$ cat src/rtl/data_fetch_load.sv
// Operand tile loader: streams a 1x1/2x2/4x4 tile from data memory
// into the selected PE operand register files, then signals done.
module data_fetch_load #(
    parameter int DATA_W    = 32,
    parameter int MEM_DEPTH = 256,
    parameter int MEM_LAT   = 1,
    localparam int AW       = $clog2(MEM_DEPTH)
) (
    input  logic              CLK,
    input  logic              RST,
    input  logic              ADDR_START,
    input  logic              ADDR_RST,
    input  logic [1:0]        DIMEN,
    input  logic [3:0]        ADDRESS,
    input  logic [1:0]        PE_SEL,
    input  logic              PE_SEL_2x2,
    input  logic              PE_SEL_4,
    output logic [AW-1:0]     MEM_ADDR,
    output logic              MEM_REN,
    input  logic [DATA_W-1:0] MEM_RDATA,
    output logic [3:0]        PE_WR_EN,
    output logic [3:0]        PE_WR_IDX,
    output logic [DATA_W-1:0] PE_WR_DATA,
    output logic              FETCH_DONE,
    output logic              BUSY
);

    typedef enum logic [1:0] {IDLE, READ, DRAIN, DONE} state_t;

    state_t state, state_nxt;

    logic [1:0]  dimen_q;
    logic [3:0]  base_q;
    logic [3:0]  mask_q;
    logic [3:0]  cnt;
    logic [3:0]  last_cnt;
    logic [3:0]  start_mask;
    logic [31:0] addr_full;

    logic [MEM_LAT-1:0] pv;
    logic [3:0]         pidx [MEM_LAT];
    logic               out_v;
    logic [3:0]         out_idx;
    logic               pipe_pending;

    always_comb begin
        start_mask = 4'b0001 << PE_SEL;
        if (PE_SEL_4)
            start_mask = 4'b1111;
        else if (PE_SEL_2x2)
            start_mask = 4'b0011 << {PE_SEL[1], 1'b0};
    end

    always_comb begin
        unique case (dimen_q)
            2'd0:    last_cnt = 4'd0;
            2'd1:    last_cnt = 4'd3;
            default: last_cnt = 4'd15;
        endcase
    end

    // Wrap modulo depth so any tile base stays inside memory.
    assign addr_full = (32'({base_q, 4'b0000}) + 32'(cnt)) % 32'(MEM_DEPTH);

    always_ff @(posedge CLK) begin
        if (RST)
            state <= IDLE;
        else if (ADDR_RST)
            state <= IDLE;
        else
            state <= state_nxt;
    end

    always_ff @(posedge CLK) begin
        if (RST) begin
            dimen_q <= '0;
            base_q  <= '0;
            mask_q  <= '0;
            cnt     <= '0;
        end else if (ADDR_RST) begin
            cnt <= '0;
        end else if (state == IDLE && ADDR_START) begin
            dimen_q <= DIMEN;
            base_q  <= ADDRESS;
            mask_q  <= start_mask;
            cnt     <= '0;
        end else if (state == READ) begin
            cnt <= cnt + 4'd1;
        end
    end

    always_comb begin
        state_nxt = state;
        unique case (state)
            IDLE:  if (ADDR_START) state_nxt = READ;
            READ:  if (cnt == last_cnt) state_nxt = DRAIN;
            DRAIN: if (!pipe_pending) state_nxt = DONE;
            DONE:  state_nxt = DONE;
            default: state_nxt = IDLE;
        endcase
    end

    always_ff @(posedge CLK) begin
        if (RST || ADDR_RST) begin
            pv <= '0;
            for (int i = 0; i < MEM_LAT; i++)
                pidx[i] <= '0;
        end else begin
            pv[0]   <= (state == READ);
            pidx[0] <= cnt;
            for (int i = 1; i < MEM_LAT; i++) begin
                pv[i]   <= pv[i-1];
                pidx[i] <= pidx[i-1];
            end
        end
    end

    assign out_v   = pv[MEM_LAT-1];
    assign out_idx = pidx[MEM_LAT-1];

    // The exiting entry does not count: its write completes this cycle.
    assign pipe_pending = |(pv & ~(MEM_LAT'(1) << (MEM_LAT - 1)));

    always_comb begin
        MEM_REN    = (state == READ);
        MEM_ADDR   = '0;
        if (state == READ)
            MEM_ADDR = addr_full[AW-1:0];
        PE_WR_EN   = out_v ? mask_q : 4'b0000;
        PE_WR_IDX  = out_v ? out_idx : 4'b0000;
        PE_WR_DATA = out_v ? MEM_RDATA : '0;
        FETCH_DONE = (state == DONE);
        BUSY       = (state == READ) || (state == DRAIN);
    end

endmodule

$ cat config.mk
export PLATFORM = sky130hd
export DESIGN_NAME = data_fetch_load
export DESIGN_NICKNAME = d
export VERILOG_FILES = /design/src/rtl/data_fetch_load.sv
export SDC_FILE = /design/constraint.sdc
export NUM_CORES = 1
export LEC_CHECK = 0
export ABC_AREA = 1
export CORE_ASPECT_RATIO = 2
export CORE_MARGIN = 2
export CORE_UTILIZATION = 35
export DETAILED_ROUTE_END_ITERATION = 10
export GPL_TIMING_DRIVEN = 0
export PLACE_DENSITY = 0.87
export SYNTH_ARGS = -nofsm -noshare
export SYNTH_HDL_FRONTEND = slang
export SYNTH_SLANG_ARGS = --single-unit
$ cat constraint.sdc
create_clock -name CLK -period 3 [get_ports CLK]
set_clock_uncertainty 0.15 [all_clocks]
set_input_delay 0.9 -clock CLK [delete_from_list [all_inputs] [get_ports CLK]]
set_output_delay 0.9 -clock CLK [all_outputs]
set_load 0.05 [all_outputs]
## Word-level counts from Yosys, hierarchy flattened

Memories as Yosys holds them, arrays and structs flattened.
Index checks and enable logic that the tools add are counted.

- $add $sub $neg: 2
- Multipliers: 0
- Div/mod/pow operators: 0
- Order comparisons: 0
- Equal/unequal tests: 7
- Shifts and indexed selects: 2
- Mux-type cells: 15
- Bitwise logic cells: 1
- Reductions and logical operators: 11

Operators with widths:

| kind | number |
|---|---|
| $mux W32 | 1 |
| $mux W4 | 5 |
| $add A8 B4 Y8 | 1 |
| $mux W8 | 1 |
| $pmux W4 S2 | 1 |
| $pmux W2 S3 | 1 |
| $add A4 B1 Y4 const B | 1 |
| $eq A2 B1 Y1 const B | 2 |
| $eq A2 B2 Y1 const B | 2 |
| $eq A4 B4 Y1 | 1 |
| $logic_not A2 Y1 | 2 |
| $mux W1 | 4 |
| $mux W2 | 2 |
| $reduce_and A2 Y1 | 2 |
| $reduce_or A2 Y1 | 2 |
| $reduce_or A4 Y1 | 1 |
| $shl A1 B2 Y4 const A | 1 |
| $shl A2 B2 Y4 const A | 1 |
| $reduce_or A3 Y1 | 1 |
| $logic_or A1 B1 Y1 | 2 |
| $ne A2 B1 Y1 const B | 1 |
| $ne A2 B2 Y1 const B | 1 |
| $logic_and A1 B1 Y1 | 1 |
| $not A1 Y1 | 1 |

- Bits in registers: 17
- Bits in latches: 0
- RAM bits: 4
- ROM bits: 0
- Bits of input ports: 46
- Output and inout port bits: 51
- Word-level logic and storage cells: 45
- Memories: 1

Memories:

| name | words | bits a word | rd ports | clocked after Yosys merged registers in | write ports | line | text |
|---|---|---|---|---|---|---|---|
| pidx | 1 | 4 | 1 | 0 | 1 | 41 | `logic [3:0] pidx [MEM_LAT];` |

## Depth between registers and ports, before layout

- Depth in word-level cells: 5
- Depth in mapped cells: 9
- Depth with buffers taken out: 9

## Least setup slack after synthesis

Ideal clock, no wire load.

- Kind: register to output
- Start point: reg state[1]
- End point: out MEM_ADDR[5]
- Arrival: 1.550 ns
- Required time: 1.950 ns
- Slack: 0.400 ns
- Stages on the path, launching flop included: 6
- Buffers on the path: 1
- Cells stage by stage: dfxtp_1 > inv_1 > ha_1 > buf_2 > nand2_1 > inv_1

- Longest elaborated chain between the ends: 2

Ends and longest elaborated chain:

| element | line | text |
|---|---|---|
| from (decl) | 30 | `state_t state, state_nxt;` |
| from (signal assigned) | 71 | `state <= state_nxt;` |
| $eq A2 B1 Y1 | -- |  |
| net MEM_REN | 19 | `output logic MEM_REN,` |
| $mux W8 | 127 | `if (state == READ)` |
| to (decl) | 18 | `output logic [AW-1:0] MEM_ADDR,` |

The timed path passes the listed nets, and every way through them passes these cells.

## Worst setup path in the final report

- Start point: in MEM_RDATA[9]
- End point: out PE_WR_DATA[9]

- Longest elaborated chain between the ends: 1

Ends and longest elaborated chain:

| element | line | text |
|---|---|---|
| from (decl) | 20 | `input logic [DATA_W-1:0] MEM_RDATA,` |
| $mux W32 | 131 | `PE_WR_DATA = out_v ? MEM_RDATA : '0;` |
| to (decl) | 23 | `output logic [DATA_W-1:0] PE_WR_DATA,` |

No other way between the ends.

==> metrics.yaml <==
synthesis:
  synth.distinct_cells: 16
  synth_top_cell_area_share_pct: 34.0
  synth.area.top_cells: "dfxtp_1, nand2_1, inv_1"
  yosys.area.top_type: "dfxtp_1"
  synthCells: 213
  synth-seq-area-share_pct: 34.0
  avgSynthCellArea_um2: 5.80
  yosys_warnings: 0
  synth_nets: 263
  synth_area_mm2: 0.00123
  ys_ff_latch: 21
finish:
  diodes: 0
  drive_gt1_share_pct: 15.3
  synthToLayoutAreaGrowth_pct: 84.2
  stdcell_count: 345
  num-nets-final: 364
floorplanning:
  ios: 97
  fp.dieH_um: 88.0
  die_x_um: 46
  rows: 30
  die_area_mm2: 0.00405
  core_area_mm2: 0.00338
  start_util_pct: 36.6
routing:
  wl_per_cell_um: 11.2
  dr.pass1.iters: 4
  ant_nets: 0
  drt_iter0_markers: 24
  routed_wl_um: 3860
  route.vias.total: 1571
  drcViolationCount: 0
  viasPerCell: 4.55
global_route:
  grt_usage_pct: 19.0
  grt_max_degree: 12
  grt_pass1_vias: 1405
  gr-total-overflow: 0
  grt_first_pass_wirelength_um: 5820
  antenna_found_initial: 0
hold_path:
  hold_path.class: "flip-flop to flip-flop"
timing:
  clock.fmax_mhz: 341
  timing.final.crit_share_pct: 97.7
  drv_slew: 0
  tightest_slew_ns: 0.553
  final-hold-violation-count: 0
  setup_viol: 0
  fin_crit_ns: 2.93
  slew_headroom_pct: 63.1
  rsz0062_at_grt: "false"
placement:
  post-dp-hpwl_um: 3190
  numPlacedInstances: 341
  numPortBuffers: 96
  finalWeightedCongestion: 0.838
clock_tree:
  cts_tree: "yes"
  clkTransAtPathRegs_ns: 0.07
  cts_buffer_depth: 2
  cts-buffers-inserted: 3
  clockRootBuffer: "clkbuf_8"
  clock_latency_ns: 0.26
  post_cts_buffers: 0
  clock-sinks: 21
  cts_hold_buf: 0
  h-tree-depth: 1
setup_path:
  cp_top_family: "buffers and inverters"
  required_ns: 1.95
  slowest_delay_ns: 0.49
  cp.buffers_inverters: 3
  path_class: "primary input to primary output"
  critPathMaxFanout: 1
  r2r_slack_ns: 1.49
  crit_slowest_cell: "clkdlybuf4s50_1"
  worstPathArrival_ns: 1.88
  cp-end-kind: "primary output"
  path_cells: "clkdlybuf4s50_1 -> nand2_1 -> inv_1 -> clkdlybuf4s15_2"
  startpoint_type: "primary input"
run_status:
  status: "finished clean"
power_and_ir_drop:
  power_density_mw_per_mm2: 283
  leakage_uw: 0.00146
  ir_worst_vdd_uv: 329
  power_uw: 643
flow_run:
  cap_violations: 0
[logic make-up (layout without fill, tap and decap cells)]
group	count (synthesis)	in the layout	synth area share, %
compound gates	25	25	10.7
flops	21	21	34.0
simple gates	93	93	29.8
buf+inv	70	170	21.4
fa+ha+maj	4	4	4.05
[flip-flops by register name (all words and copies together), names as in the netlist]
name	cells
base_q	4
cnt	4
dimen_q	2
mask_q	4
out_v	1
pidx	4
state	2
[cells in the final DEF, fill, tap and decap left out]
master and count:
nor3_1 4, dlymetal6s2s_1 9, a21oi_1 9, clkdlybuf4s50_1 48, a21oi_2 2, nand3_2 1
dfxtp_1 21, or2_1 1, clkdlybuf4s15_2 26, inv_1 63, nor2_1 19, clkbuf_1 5
inv_2 2, nand3_1 2, clkbuf_8 3, clkbuf_2 12, nand2_1 65, nand2_2 1
ha_1 4, dlygate4sd2_1 1, o21ai_0 14, buf_2 1
[tightest hold or removal path: cells and delay by family (launching register included)]
family | cells | cell delay [ns]
buffers and inverters | 1 | 0.06
flip-flops | 1 | 0.31
AO/OA/AOI/OAI | 1 | 0.06
[per-stage QoR]
stage | setup WS (ns) | util (%) | setup TNS (ns) | instance area [um^2] | hold WS, ns
after floorplan | 0.400 | - | 0 | 1230 | 0.294
after global placement | -0.358 | 66.2 | -9.98 | 2240 | 0.310
after detailed placement | -0.363 | 66.2 | -10.26 | 2240 | 0.315
after CTS | 0.00161 | 68.2 | 0 | 2300 | 0.326
after global routing | 0.0250 | 67.3 | 0 | 2270 | 0.350
final | 0.0690 | 67.3 | 0 | 2270 | 0.326
[final timing paths]
kind / to / from / cells after the start
worst min register to register: dimen_q[0] / dimen_q[0] / 2
worst min-delay path: dimen_q[0] / dimen_q[0] / 2
worst max-delay path: PE_WR_DATA[9] / MEM_RDATA[9] / 4
worst max register to register: mask_q[3] / state[0] / 6
[report_power, final]
| part | total [uW] | internal (uW) | switching, uW |
|---|---|---|---|
| registers | 298 | 291 | 6.77 |
| clock network | 181 | 94.5 | 86.7 |
| logic | 164 | 80.7 | 83.4 |
[Yosys cell counts]
cell and number:
clkbuf_1 4, nand2_1 65, buf_2 1, inv_2 2
or2_1 1, nor2_1 19, nand3_2 1, a21oi_2 2
nand2_2 1, a21oi_1 9, nor3_1 4, o21ai_0 14
ha_1 4, nand3_1 2, dfxtp_1 21, inv_1 63
[what timing repair did]
| item | in CTS | in global routing |
|---|---|---|
| endpoints found under the setup margin | 39 | 21 |
| hold endpoints to repair | 0 | 0 |
| gates resized for setup | 97 | 27 |
| pin swaps | 0 | 0 |
[routing by layer]
layer  share of wire, %  global-route usage [%]  wire length (um)  vias to the layer above
met5                  0                       0                 0                        -
met4                1.4                    6.23                53                        0
met3                 10                    2.06               391                        5
met2                 56                    39.5              2170                       78
met1                 32                    16.7              1240                      683
li1                   -                       -                 -                      805
[cell type report]
cell class,instances,area [um^2]
inverter,65,244
fill,282,1100
sequential,21,420
clock buffer,4,45.0
buffer,5,20.0
tap,32,40.0
multi-input combinational,122,551
timing repair buffer,96,955
Note: power is estimated with default switching activity, not from simulation.
